## config.mk

```make
export PLATFORM = sky130hd
export DESIGN_NAME = iterative_subtractor_flat
export DESIGN_NICKNAME = d
export VERILOG_FILES = /design/src/rtl/iterative_subtractor_if.sv /design/src/rtl/iterative_subtractor.sv /design/src/flat_wrapper.sv
export SDC_FILE = /design/constraint.sdc
export NUM_CORES = 1
export LEC_CHECK = 0
export CAP_MARGIN = 20
export CORE_ASPECT_RATIO = 2
export CORE_UTILIZATION = 45
export DETAILED_ROUTE_END_ITERATION = 12
export GPL_TIMING_DRIVEN = 0
export PLACE_DENSITY_LB_ADDON = 0.05
export RECOVER_POWER = 25
export SYNTH_ARGS = -nofsm -noshare
export SYNTH_HDL_FRONTEND = slang
export SYNTH_SLANG_ARGS = --single-unit
```

## constraint.sdc

```tcl
create_clock -name clk -period 5.4 [get_ports clk]
set_input_delay 0.54 -clock clk [delete_from_list [all_inputs] [get_ports clk]]
set_output_delay 0.54 -clock clk [all_outputs]
set_load 0.02 [all_outputs]
```

## src/rtl/iterative_subtractor_if.sv

```systemverilog
// rtl/iterative_subtractor_if.sv - operand/result handshake bundle for the iterative subtractor
interface iterative_subtractor_if #(
    parameter int WIDTH = 64
);
    logic             in_valid;
    logic             in_ready;
    logic [WIDTH-1:0] a;
    logic [WIDTH-1:0] b;
    logic             out_valid;
    logic             out_ready;
    logic [WIDTH-1:0] diff;
    logic             borrow;
    logic             ovf;
    logic             zero;
    logic             neg;

    // Producer of operands and consumer of results
    modport master (
        output in_valid, a, b, out_ready,
        input  in_ready, out_valid, diff, borrow, ovf, zero, neg
    );

    // The subtractor itself
    modport slave (
        input  in_valid, a, b, out_ready,
        output in_ready, out_valid, diff, borrow, ovf, zero, neg
    );
endinterface

```

## src/rtl/iterative_subtractor.sv

```systemverilog
// rtl/iterative_subtractor.sv - multi-cycle a - b, CHUNK bits per cycle via a + ~b + 1
module iterative_subtractor #(
    parameter int WIDTH = 64,
    parameter int CHUNK = 16
) (
    input  logic                  clk,
    input  logic                  rst_n,
    iterative_subtractor_if.slave bus
);
    localparam int N     = WIDTH / CHUNK;
    localparam int CNT_W = (N > 1) ? $clog2(N) : 1;
    localparam int MSB   = WIDTH - 1;

    localparam logic [CNT_W-1:0] LAST = CNT_W'(N - 1);

    localparam logic [1:0] S_IDLE = 2'd0;
    localparam logic [1:0] S_CALC = 2'd1;
    localparam logic [1:0] S_DONE = 2'd2;

    logic [1:0]       state_q, state_d;
    logic [WIDTH-1:0] a_q, a_d;
    logic [WIDTH-1:0] b_q, b_d;
    logic [WIDTH-1:0] res_q, res_d;
    logic             carry_q, carry_d;
    logic [CNT_W-1:0] cnt_q, cnt_d;
    logic [WIDTH-1:0] diff_q, diff_d;
    logic             borrow_q, borrow_d;
    logic             ovf_q, ovf_d;
    logic             zero_q, zero_d;
    logic             neg_q, neg_d;
    logic             in_ready_q, in_ready_d;
    logic             out_valid_q, out_valid_d;

    logic [CHUNK-1:0] a_c;
    logic [CHUNK-1:0] b_c;
    logic [CHUNK:0]   sum;
    logic [WIDTH-1:0] res_upd;

    // One chunk adder: select slice cnt_q, add with inverted subtrahend and carry-in,
    // and form the working result with that slice replaced.
    always_comb begin
        a_c     = '0;
        b_c     = '0;
        res_upd = res_q;
        for (int k = 0; k < N; k++) begin
            if (cnt_q == CNT_W'(k)) begin
                a_c = a_q[k*CHUNK +: CHUNK];
                b_c = b_q[k*CHUNK +: CHUNK];
            end
        end
        sum = {1'b0, a_c} + {1'b0, ~b_c} + {{CHUNK{1'b0}}, carry_q};
        for (int k = 0; k < N; k++) begin
            if (cnt_q == CNT_W'(k)) begin
                res_upd[k*CHUNK +: CHUNK] = sum[CHUNK-1:0];
            end
        end
    end

    // Next-state logic for the IDLE -> CALC (N cycles) -> DONE sequence
    always_comb begin
        state_d  = state_q;
        a_d      = a_q;
        b_d      = b_q;
        res_d    = res_q;
        carry_d  = carry_q;
        cnt_d    = cnt_q;
        diff_d   = diff_q;
        borrow_d = borrow_q;
        ovf_d    = ovf_q;
        zero_d   = zero_q;
        neg_d    = neg_q;
        case (state_q)
            S_IDLE: begin
                if (bus.in_valid && in_ready_q) begin
                    a_d     = bus.a;
                    b_d     = bus.b;
                    carry_d = 1'b1;
                    cnt_d   = '0;
                    state_d = S_CALC;
                end
            end
            S_CALC: begin
                res_d   = res_upd;
                carry_d = sum[CHUNK];
                cnt_d   = cnt_q + CNT_W'(1);
                if (cnt_q == LAST) begin
                    // Flags use the latched operands and the completed working value
                    diff_d   = res_upd;
                    borrow_d = ~sum[CHUNK];
                    ovf_d    = (a_q[MSB] != b_q[MSB]) && (res_upd[MSB] != a_q[MSB]);
                    zero_d   = ~|res_upd;
                    neg_d    = res_upd[MSB];
                    cnt_d    = '0;
                    state_d  = S_DONE;
                end
            end
            S_DONE: begin
                if (bus.out_ready) begin
                    state_d = S_IDLE;
                end
            end
            default: state_d = S_IDLE;
        endcase
        // Handshake outputs are registered so in_ready stays low until the first edge after reset
        in_ready_d  = (state_d == S_IDLE);
        out_valid_d = (state_d == S_DONE);
    end

    // State and datapath registers, all cleared by the asynchronous reset
    always_ff @(posedge clk or negedge rst_n) begin
        if (!rst_n) begin
            state_q     <= S_IDLE;
            a_q         <= '0;
            b_q         <= '0;
            res_q       <= '0;
            carry_q     <= 1'b0;
            cnt_q       <= '0;
            diff_q      <= '0;
            borrow_q    <= 1'b0;
            ovf_q       <= 1'b0;
            zero_q      <= 1'b0;
            neg_q       <= 1'b0;
            in_ready_q  <= 1'b0;
            out_valid_q <= 1'b0;
        end else begin
            state_q     <= state_d;
            a_q         <= a_d;
            b_q         <= b_d;
            res_q       <= res_d;
            carry_q     <= carry_d;
            cnt_q       <= cnt_d;
            diff_q      <= diff_d;
            borrow_q    <= borrow_d;
            ovf_q       <= ovf_d;
            zero_q      <= zero_d;
            neg_q       <= neg_d;
            in_ready_q  <= in_ready_d;
            out_valid_q <= out_valid_d;
        end
    end

    assign bus.in_ready  = in_ready_q;
    assign bus.out_valid = out_valid_q;
    assign bus.diff      = diff_q;
    assign bus.borrow    = borrow_q;
    assign bus.ovf       = ovf_q;
    assign bus.zero      = zero_q;
    assign bus.neg       = neg_q;
endmodule

```

## src/flat_wrapper.sv

```systemverilog
// flat-port wrapper written by rule: the top's interface ports become plain ports
module iterative_subtractor_flat 
#(
    parameter int WIDTH = 64,
    parameter int CHUNK = 16
)
  (clk, rst_n, bus_in_valid, bus_a, bus_b, bus_out_ready, bus_in_ready, bus_out_valid, bus_diff, bus_borrow, bus_ovf, bus_zero, bus_neg);
  iterative_subtractor_if #(.WIDTH(WIDTH)) bus_i ();
  input  logic clk;
  input  logic rst_n;
  input wire logic [$bits(bus_i.in_valid)-1:0] bus_in_valid;
  input wire logic [$bits(bus_i.a)-1:0] bus_a;
  input wire logic [$bits(bus_i.b)-1:0] bus_b;
  input wire logic [$bits(bus_i.out_ready)-1:0] bus_out_ready;
  output wire logic [$bits(bus_i.in_ready)-1:0] bus_in_ready;
  output wire logic [$bits(bus_i.out_valid)-1:0] bus_out_valid;
  output wire logic [$bits(bus_i.diff)-1:0] bus_diff;
  output wire logic [$bits(bus_i.borrow)-1:0] bus_borrow;
  output wire logic [$bits(bus_i.ovf)-1:0] bus_ovf;
  output wire logic [$bits(bus_i.zero)-1:0] bus_zero;
  output wire logic [$bits(bus_i.neg)-1:0] bus_neg;
  assign bus_i.in_valid = bus_in_valid;
  assign bus_i.a = bus_a;
  assign bus_i.b = bus_b;
  assign bus_i.out_ready = bus_out_ready;
  assign bus_in_ready = bus_i.in_ready;
  assign bus_out_valid = bus_i.out_valid;
  assign bus_diff = bus_i.diff;
  assign bus_borrow = bus_i.borrow;
  assign bus_ovf = bus_i.ovf;
  assign bus_zero = bus_i.zero;
  assign bus_neg = bus_i.neg;
  iterative_subtractor #(.WIDTH(WIDTH), .CHUNK(CHUNK)) u_core (.clk(clk), .rst_n(rst_n), .bus(bus_i));
endmodule
```

Word-level counts from Yosys, hierarchy flattened. Cells that the tools add are included.

Bitwise operators: 2. Add/sub/neg operators: 3. Eq/ne operators: 9. Reductions and logical operators: 11. Muxes and demuxes: 21.

Operator list (count): 16-bit two-way mux (12); 64-bit OR reduction (1); 16-bit by 16-bit adder with 17-bit output (1); 17-bit by 1-bit adder with 17-bit output (1); 16-bit inverter (1); 2-bit two-way mux (5); 2-bit == test (second input constant) (4); 2-bit zero test (3); 2-bit one-hot mux with 3 select lines (1); 2-bit AND reduction (3); 2-bit by 1-bit == test with 1-bit output (second input constant) (2); 2-bit one-hot mux with 2 select lines (1); 2-bit by 1-bit adder with 2-bit output (second input constant) (1); 1-bit logical AND (2); 1-bit != test (2); 2-bit by 1-bit != test with 1-bit output (second input constant) (1); 1-bit one-hot mux with 2 select lines (1); 2-bit nonzero test (1); 1-bit zero test (1); 1-bit two-way mux (1); 1-bit inverter (1).

Register bits: 267. Logic and storage cells: 59. Output and inout bits: 70.

Depth between registers and ports, before layout. Gate-level depths: netlist of the first run.

Depth after elaboration: 11. Depth in mapped cells: 21. Gate-level depth less buffers: 19.

Worst setup path before layout of the first run. No wires, ideal clock.

Path type: register to register. Start point: register u_core.cnt_q[0]. End point: register u_core.zero_q (netlist: u_core.bus.zero). Data arrival time: 4.628 ns. Required time: 5.308 ns. Path buffers: 2. Stages on the path, launching flop included: 22. Period minus slack after synthesis: 4.720 ns. Slack: 0.680 ns. Cells stage by stage: dfrtp_1 > inv_1 > ha_1 > clkbuf_1 > clkbuf_1 > nand2_1 > nor2_1 > a21oi_1 > nor2_1 > a21oi_1 > nor2_1 > a21oi_1 > fa_1 > fa_1 > a21o_2 > a221oi_4 > o21ai_4 > a41o_4 > xor2_2 > a211o_2 > a221o_2 > o31ai_2.

Longest elaborated chain between the ends: 11. Elaborated cells between the ends (all ways): 22. Classes of those cells: add/sub: 2; eq/ne: 3; mux: 12; bitwise: 1; reduce/logical: 4.

Ends and longest elaborated chain: start, declared (line iterative_subtractor.sv:25) `logic [CNT_W-1:0] cnt_q, cnt_d;`; start signal, assigned (line iterative_subtractor.sv:131) `cnt_q <= cnt_d;`; 2-bit zero test (line iterative_subtractor.sv:46, iterative_subtractor.sv:53); 16-bit two-way mux (4 in a row) (line iterative_subtractor.sv:46) `if (cnt_q == CNT_W'(k)) begin`; 16-bit inverter (line iterative_subtractor.sv:51) `sum = {1'b0, a_c} + {1'b0, ~b_c} + {{CHUNK{1'b0}}, carry_q};`; 16-bit by 16-bit adder with 17-bit output (line iterative_subtractor.sv:51); 17-bit by 1-bit adder with 17-bit output (line iterative_subtractor.sv:51); 16-bit two-way mux (line iterative_subtractor.sv:53) `if (cnt_q == CNT_W'(k)) begin`; 64-bit OR reduction (line iterative_subtractor.sv:91) `zero_d = ~|res_upd;`; 1-bit zero test (line iterative_subtractor.sv:91); end signal, assigned (line iterative_subtractor.sv:135) `zero_q <= zero_d;`; end, declared (line iterative_subtractor.sv:29) `logic zero_q, zero_d;`.

Several ways; a longest one is shown, not always the timed one. A chain may end at the register's enable or synchronous reset.

Worst setup path in the final report of the first run.
Start point: register u_core.cnt_q[1]. End point: register u_core.zero_q (netlist: u_core.bus.zero).

Same word-level chain as after synthesis.

==> impl_metrics.py, run 1 <==
metrics = {
    "outcome": {
        "status": "finished, violations left",
        "violations": "max-capacitance violations, max-slew violations",
    },
    "die": {
        "die_x_um": 118,
        "die_y_um": 234,
        "num_rows": 84,
        "dieArea_sq_um": 27600,
        "coreArea_sq_um": 26400,
        "io_pins": 202,
        "initial_utilization_pct": 45.8,
    },
    "sta": {
        "setup_viol": 0,
        "fin_ws_ns": 0.169,
        "rsz0062_at_grt": "no",
        "finalCritPeriodShare_pct": 96.9,
        "maxSlewHeadroom_pct": -64.1,
        "final_max_slew_viol_count": 135,
        "whs_ns": 0.473,
        "skew_ns": 0.0132,
        "worst_pin_slew_ns": 2.46,
        "hold_viol": 0,
        "setup-tns-final_ns": 0,
        "period_minus_slack_ns": 5.23,
        "fmax_ghz": 0.191,
    },
    "logic_synthesis": {
        "syn-num-nets": 1580,
        "avgSynthCellArea_sq_um": 8.48,
        "synth_top_area_share_pct": 52.3,
        "ys_async_sr_fraction_pct": 100,
        "seq_area_frac_synth_pct": 52.3,
        "yosys_register_bits": 253,
        "netlist_area_sq_um": 12100,
        "synth_cells": 1427,
        "ys_types": 60,
        "synth_top_cell_by_area": "dfrtp_1",
        "synth_area_leaders": "dfrtp_1 52%, nand2_1 18%, o21ai_0 5.5%",
        "ys_warn_count": 0,
        "synth_edf_count": 0,
        "ys.flop_type": "dfrtp_1",
    },
    "grt": {
        "grt_pass1_wl_um": 62400,
        "track_usage_pct": 30.3,
        "grt_antenna_before_repair": 0,
        "grt_max_degree": 122,
        "grt_pass1_vias": 10958,
        "overflow": 0,
    },
    "route": {
        "drcViolationCount": 0,
        "firstDrtPassIters": 5,
        "drt_iter0_drc": 610,
        "vias": 10680,
        "wire_per_inst_um": 20.3,
        "viasPerCell": 5.27,
        "drt_wl_total_um": 41000,
        "route.antenna.remaining_nets": 0,
    },
    "setup_path": {
        "cp.arrival_ns": 5.68,
        "required_ns": 5.85,
        "cp_cell_sequence": "inv_1 > ha_1 > clkbuf_8 > buf_6 > clkbuf_1 > a21oi_1 > nor2_1 > a21oi_1 > o21ai_0 > ha_2 > a21o_1 > o21bai_2 > a31o_2 > xor2_1 > a2111oi_2 > o21ai_0 > or4_1 > o31ai_2",
        "crit_fanout": 10,
        "critPathKind": "flop to flop",
        "start_kind": "flop",
        "cp_slowest_stage_delay_ns": 0.54,
        "slowest_stage": "a2111oi_2",
        "critPathCaptureType": "flop",
    },
    "placed_design": {
        "hpwl_um": 32200,
        "dp_slack_ns": -1.03,
        "portBuffers": 201,
        "gp_congestion": 0.933,
    },
    "clock_tree": {
        "cts_htree_levels": 1,
        "tritoncts": "done",
        "root_buffer": "clkbuf_16",
        "path_clk_slew_ns": 0.07,
        "clk_latency_ns": 0.54,
        "cts_buffers": 23,
        "cts_sinks": 253,
        "max-clock-path-buffers": 3,
    },
    "final_layout": {
        "fin_nets": 1819,
        "final.fill_count": 2535,
        "drive_gt1_share_pct": 6.37,
        "diodes": 0,
        "layout_common_cells": "570 x nand2_1, 253 x dfrtp_1, 200 x clkdlybuf4s50_1, 128 x o21ai_0, 100 x nor2_1",
        "area_growth_pct": 27.9,
        "mostFrequentLayoutCell": "nand2_1",
    },
    "flow_run": {
        "drv.max_cap_violation_count": 2,
    },
    "min_path": {
        "worstHoldPathType": "flop to flop",
    },
}
[area by class of cell]
cell class,count,area (sq um),area share (%)
Sequential cell,253,6330,40.9
Multi-Input combinational cell,1077,5440,35.2
Timing Repair Buffer,215,2140,13.9
Clock buffer,35,621,4.01
Tap cell,344,430,2.78
Buffer,91,428,2.77
Clock inverter,5,56.3,0.364
Inverter,5,18.8,0.121
[cell families (layout without fill, tap and decap cells)]
family,after synthesis,in the layout,share of synthesized area [%]
buffers and inverters,97,351,3.50
adder cells (fa/ha/maj),21,21,2.30
multiplexers,49,49,4.12
AND/OR/NAND/NOR,716,716,23.3
flip-flops,253,253,52.3
AO/OA/AOI/OAI,272,272,12.9
XOR/XNOR,19,19,1.59
[metrics by stage]
step                utilization [%]  area, sq um  cells
finish                         58.6        15500   2025
CTS                            58.5        15400   2019
global placement               55.1        14500   1972
detailed placement             55.4        14600   1975
global route                   58.6        15500   2025
floorplan                         -        12100   1427
[routing by layer]
layer	global-route usage, %	routed length, um	vias up
li1	-	-	5159
met2	57.7	22400	336
met3	3.09	1380	149
met5	0	0	-
met4	25.3	3670	0
met1	29.2	13500	5036
[critical path, delay by kind of cell, from the launching register on]
kind                     cells  cell delay (ns)
XOR/XNOR                     1             0.32
flip-flops                   1             0.41
adder cells (fa/ha/maj)      2             0.64
AND/OR/NAND/NOR              2             0.57
buffers and inverters        4             0.91
AO/OA/AOI/OAI                9             2.28
[flip-flops by register name (all words and copies together), names as in the netlist]
name / flops
u_core.cnt_q: 2
u_core.bus.ovf: 1
u_core.res_q: 51
u_core.carry_q: 1
u_core.state_q: 2
u_core.bus.borrow: 1
u_core.a_q: 64
u_core.bus.zero: 1
u_core.bus.out_valid: 1
u_core.bus.in_ready: 1
u_core.b_q: 64
u_core.bus.diff: 64
[what timing repair did]
item | CTS | global route
hold endpoints to repair | 34 | 0
pin swaps | 2 | 3
setup buffers | 3 | 7
resized for setup | 30 | 20
gates cloned | 0 | 0
endpoints found under the setup margin | 29 | 2
hold buffers | 1 | 0
[path summary, 6_finish.rpt]
kind / slack (ns) / from / cells past startpoint / to
setup / recovery: 0.17 / u_core.cnt_q[1] / 18 / u_core.bus.zero
hold / removal: 0.47 / u_core.a_q[60] / 2 / u_core.a_q[60]
setup reg to reg: 0.17 / u_core.cnt_q[1] / 18 / u_core.bus.zero
hold reg to reg: 0.47 / u_core.a_q[60] / 2 / u_core.a_q[60]
max in group asynchronous: 0.92 / rst_n / 3 / u_core.b_q[4]
min in group asynchronous: 1.13 / rst_n / 2 / u_core.bus.diff[5]
[synthesized netlist by cell type (all sizes together), types with 6 or more instances]
cell and count:
o21ai 136, a21o 8, mux2i 43, dfrtp 253, clkbuf 78, ha 19
nor4 8, buf 13, mux2 6, nand2 571, nor2 100, xor2 9
xnor2 10, and2 6, a21oi 92
Power of run 1 is not shown: default switching activity piles up to over one toggle a cycle in this logic, so the estimate is an artifact.
==> inputs of run 2 (changes only) <==
--- a/config.mk
+++ b/config.mk
@@ -7,11 +7,12 @@
 export LEC_CHECK = 0
 export CAP_MARGIN = 20
 export CORE_ASPECT_RATIO = 2
-export CORE_UTILIZATION = 45
+export CORE_UTILIZATION = 54
 export DETAILED_ROUTE_END_ITERATION = 12
 export GPL_TIMING_DRIVEN = 0
 export PLACE_DENSITY_LB_ADDON = 0.05
 export RECOVER_POWER = 25
+export SKIP_CTS_REPAIR_TIMING = 1
 export SYNTH_ARGS = -nofsm -noshare
 export SYNTH_HDL_FRONTEND = slang
 export SYNTH_SLANG_ARGS = --single-unit
==> run 2 against run 1 <==
- the flow still finishes with violations (max-capacitance violations, max-slew violations)
- final area barely moved
- register-to-register slack got worse by 0.04 ns
- global-route usage increased by 5.2 points
- routed wire length fell by 4.2%
- clock skew decreased by 0.0018 ns
- non-clock buffer count decreased by 3
- worst hold slack about the same
- utilization rose by 11 points
- first-iteration DRC count grew 8.7%
- die area down 16%
- critical path depth fell by 1
==> impl_metrics.py, run 2 (synthesis results as in run 1) <==
metrics = {
    "die": {
        "num_rows": 77,
        "io_pins": 202,
        "die_y_um": 214,
        "dieArea_sq_um": 23000,
        "die_x_um": 108,
        "initial_utilization_pct": 54.8,
        "coreArea_sq_um": 22100,
    },
    "clock_tree": {
        "tritoncts": "done",
        "cts_htree_levels": 1,
        "cts_buffers": 23,
        "clk_latency_ns": 0.53,
        "cts_sinks": 253,
        "max-clock-path-buffers": 3,
        "path_clk_slew_ns": 0.07,
        "root_buffer": "clkbuf_16",
    },
    "grt": {
        "grt_antenna_before_repair": 0,
        "grt_pass1_vias": 10891,
        "grt_max_degree": 92,
        "overflow": 0,
        "track_usage_pct": 35.5,
        "grt_pass1_wl_um": 59500,
    },
    "route": {
        "firstDrtPassIters": 5,
        "drt_iter0_drc": 663,
        "drcViolationCount": 0,
        "wire_per_inst_um": 20.1,
        "vias": 10841,
        "drt_wl_total_um": 39300,
        "route.antenna.remaining_nets": 0,
        "viasPerCell": 5.55,
    },
    "sta": {
        "setup_viol": 0,
        "whs_ns": 0.474,
        "maxSlewHeadroom_pct": -180,
        "worst_pin_slew_ns": 4.19,
        "finalCritPeriodShare_pct": 97.6,
        "final_max_slew_viol_count": 91,
        "period_minus_slack_ns": 5.27,
        "skew_ns": 0.0114,
        "hold_viol": 0,
        "setup-tns-final_ns": 0,
        "fmax_ghz": 0.190,
    },
    "final_layout": {
        "diodes": 0,
        "fin_nets": 1816,
        "drive_gt1_share_pct": 6.44,
        "design_area_sq_um": 15500,
        "mostFrequentLayoutCell": "nand2_1",
        "layout_common_cells": "571 x nand2_1, 253 x dfrtp_1, 200 x clkdlybuf4s50_1, 130 x o21ai_0, 100 x nor2_1",
        "area_growth_pct": 27.8,
        "final.fill_count": 1816,
    },
    "outcome": {
        "status": "finished, violations left",
        "violations": "max-capacitance violations, max-slew violations",
    },
    "setup_path": {
        "r2r_start": "u_core.cnt_q[0]",
        "crit_fanout": 10,
        "critPathKind": "flop to flop",
        "cp.arrival_ns": 5.72,
        "worst-r2r-cell-count": 17,
        "critPathCaptureType": "flop",
        "required_ns": 5.85,
        "start_kind": "flop",
        "cp-startpoint": "u_core.cnt_q[0]",
    },
    "placed_design": {
        "gp_congestion": 0.973,
        "hpwl_um": 30500,
        "dpl_cell_area_sq_um": 14500,
        "portBuffers": 201,
    },
    "min_path": {
        "worstHoldPathType": "flop to flop",
        "worstHoldPathCells": 2,
        "min_from": "u_core.a_q[34]",
    },
    "flow_run": {
        "drv.max_cap_violation_count": 1,
    },
}
## run 2: changes by cell type in the layout (fill, tap and decap cells not counted), sizes merged
cell           change
clkbuf             -4
buf                -3
bufinv             +1
clkdlybuf4s25      +1
dlygate4sd3        -1
inv                +1
## run 2: metrics by stage
stage | utilization (%) | std cells | worst slack [ns]
floorplan | - | 1427 | 0.680
global placement | 65.5 | 1904 | -6.72
detailed placement | 65.8 | 1907 | -0.992
CTS | 69.1 | 1945 | -1.00
global route | 70.1 | 1952 | -0.00460
finish | 70.1 | 1952 | 0.129
## run 2: path summary, 6_finish.rpt
path                                            to  slack, ns
max in group asynchronous           u_core.b_q[22]       1.30
min in group asynchronous       u_core.bus.diff[0]       1.69
worst max-delay path               u_core.bus.zero       0.13
worst min register to register      u_core.a_q[34]       0.47
worst max register to register     u_core.bus.zero       0.13
worst min-delay path                u_core.a_q[34]       0.47
## run 2: metal layers
| layer | global-route usage [%] | up-vias | share of wire, % |
|---|---|---|---|
| li1 | - | 5141 | - |
| met1 | 34.0 | 5150 | 33 |
| met2 | 65.8 | 393 | 54 |
| met3 | 4.16 | 157 | 3.9 |
| met4 | 30.3 | 0 | 9.6 |
| met5 | 0 | - | 0 |
## run 2: cell type report
class	instances	area (sq um)	share of cell area (%)
inverters	5	18.8	0.121
plain buffers	92	428	2.77
clock inverters	7	95.1	0.615
multi-input cells	1077	5470	35.4
repair buffers	211	2140	13.8
well taps	276	345	2.23
clock buffers	31	636	4.11
flip-flops and latches	253	6330	41.0
## run 2: critical path: stages (launching register included)
cell,delay (ns)
dfrtp_1,0.43
inv_1,0.10
ha_1,0.17
clkbuf_8,0.19
clkbuf_2,0.34
clkbuf_2,0.34
buf_1,0.38
a21oi_1,0.18
o21ai_1,0.36
ha_1,0.37
or3_1,0.36
o21ai_0,0.17
nor4_1,0.11
or3_1,0.39
and2_1,0.32
mux2i_2,0.41
o2111ai_1,0.26
o31ai_2,0.28
Power of run 2 is left out for the same reason.
==> variant (config.mk and constraints of run 2) <==
`WIDTH` is set to 64 in 3 places; all go to 32.
--- a/src/rtl/iterative_subtractor_if.sv
+++ b/src/rtl/iterative_subtractor_if.sv
@@ -2,3 +2,3 @@
 interface iterative_subtractor_if #(
-    parameter int WIDTH = 64
+    parameter int WIDTH = 32
 );
--- a/src/rtl/iterative_subtractor.sv
+++ b/src/rtl/iterative_subtractor.sv
@@ -2,3 +2,3 @@
 module iterative_subtractor #(
-    parameter int WIDTH = 64,
+    parameter int WIDTH = 32,
     parameter int CHUNK = 16
--- a/src/flat_wrapper.sv
+++ b/src/flat_wrapper.sv
@@ -3,3 +3,3 @@
 #(
-    parameter int WIDTH = 64,
+    parameter int WIDTH = 32,
     parameter int CHUNK = 16
Interface: changed (resized bus_a, bus_b and bus_diff); port bits go from 202 to 106. The function was not compared with the original's and may differ.
==> variant against run 2 <==
The flow still finishes with violations (capacitance limit, slew limit). Hold slack worse by 4.4 ps. Maximum frequency increased by 8.9%. Routed wire length down 63%. Largest cell class unchanged. First-iteration DRC count shrank 72%. Highest routed layer unchanged. Via count fell by 59%. Area after synthesis fell by 51%. Final area fell by 50%. Sequential cell count fell by 130. Worst setup slack gained 430 ps.
Power is left out: the tool's default activity adds up to more than one toggle a clock period on the data nets, which glitch-free logic cannot reach.
==> variant: results (changes against run 2) <==
first-pass GRT wire length=23100 um (-61%); met2 WL=8740 um (-58%); pre-CTS setup slack=660 ps (+1650 ps); FF+latch area=0.00308 mm^2 (-51%); Clk Latency, worst-skew pair=420 ps (-110 ps); status=finished, violations left; post-synth cell types=53 (-12%); slowest stage delay, CP=730 ps (+300 ps); mux share of post-synthesis cell area=0.189 (+0.148); metal3 WL=363 um (-76%); DRT met1 WL=5080 um (-61%); CP Data Arrival Time=5180 ps (-540 ps); Crit-path slowest cell=clkbuf_1; CTS Buf Count=17 (-26%); Inst Count DP=766 (-60%); M3 GR Usage=0.0539 (+0.0122); Layout Nets=734 (-60%); synth top area cells=dfrtp_1, mux2_2, nand2_1; post-synthesis xor/xnor area fraction=0.0119 (-0.00405); relative slew slack=-0.720 (+1.08); Main synth FF type=dfrtp_1; adder-cell share of the synthesized area=0.0386 (+0.0157); Bufs on Longest Clock Path=2 (-1); met2 usage in global routing=0.543 (-0.115); drt pass-1 iters=4 (-1); number of port buffers=105 (-48%); failing checks=capacitance limit, slew limit; via/cell ratio=5.58 (+0.48%); Net Count, Synth=608 (-62%); Slew Limit Fails=108 (+19%); vias in the first global route=4758 (-56%); largest net degree at the start of global routing=108 (+17%); Worst Skew=9.64 ps (-1.80 ps); detailed router's first-iteration violation count=187 (-72%); HPWL Detailed=11200 um (-63%); H-tree levels=4 (+3); post-synthesis compound-gate area fraction=0.0938 (-0.0351); via count=4453 (-59%); Fill cells=759 (-58%); max_cap viols=1 (unchanged); met1 usage=0.270 (-0.0701); Routed Wire Length=14700 um (-63%); Reg2Reg Depth=12 (-5); gr usage total=0.284 (-0.0712); layout cells sized above 1=0.195 (+0.131); Placer Congestion=0.851 (-13%); placed inst area=0.00715 mm^2 (-51%); count leader, synth=dfrtp_1
==> variant: changes by cell type after synthesis, moves of 26 or more <==
cell,delta
mux2i_1,-26
nor2_1,-85
dfrtp_1,-130
nand2_1,-474
a21oi_1,-81
o21ai_0,-106
mux2_2,+78
clkbuf_1,-54
==> variant: final cells by class <==
cell class	count	share of cell area
Timing Repair Buffer	107	0.137
Tap cell	137	0.0222
Buffer	27	0.0154
Clock buffer	18	0.0570
Multi-Input combinational cell	366	0.347
Inverter	7	0.00341
Sequential cell	123	0.399
Clock inverter	13	0.0188
==> variant: worst paths after layout <==
path	slack [ps]	end	start
max	560	u_core.bus.zero	u_core.cnt_q
min	470	u_core.bus.diff[17]	u_core.bus.diff[17]
max reg2reg	560	u_core.bus.zero	u_core.cnt_q
min reg2reg	470	u_core.bus.diff[17]	u_core.bus.diff[17]
max in group asynchronous	1570	u_core.bus.borrow	rst_n
min in group asynchronous	780	u_core.state_q[1]	rst_n
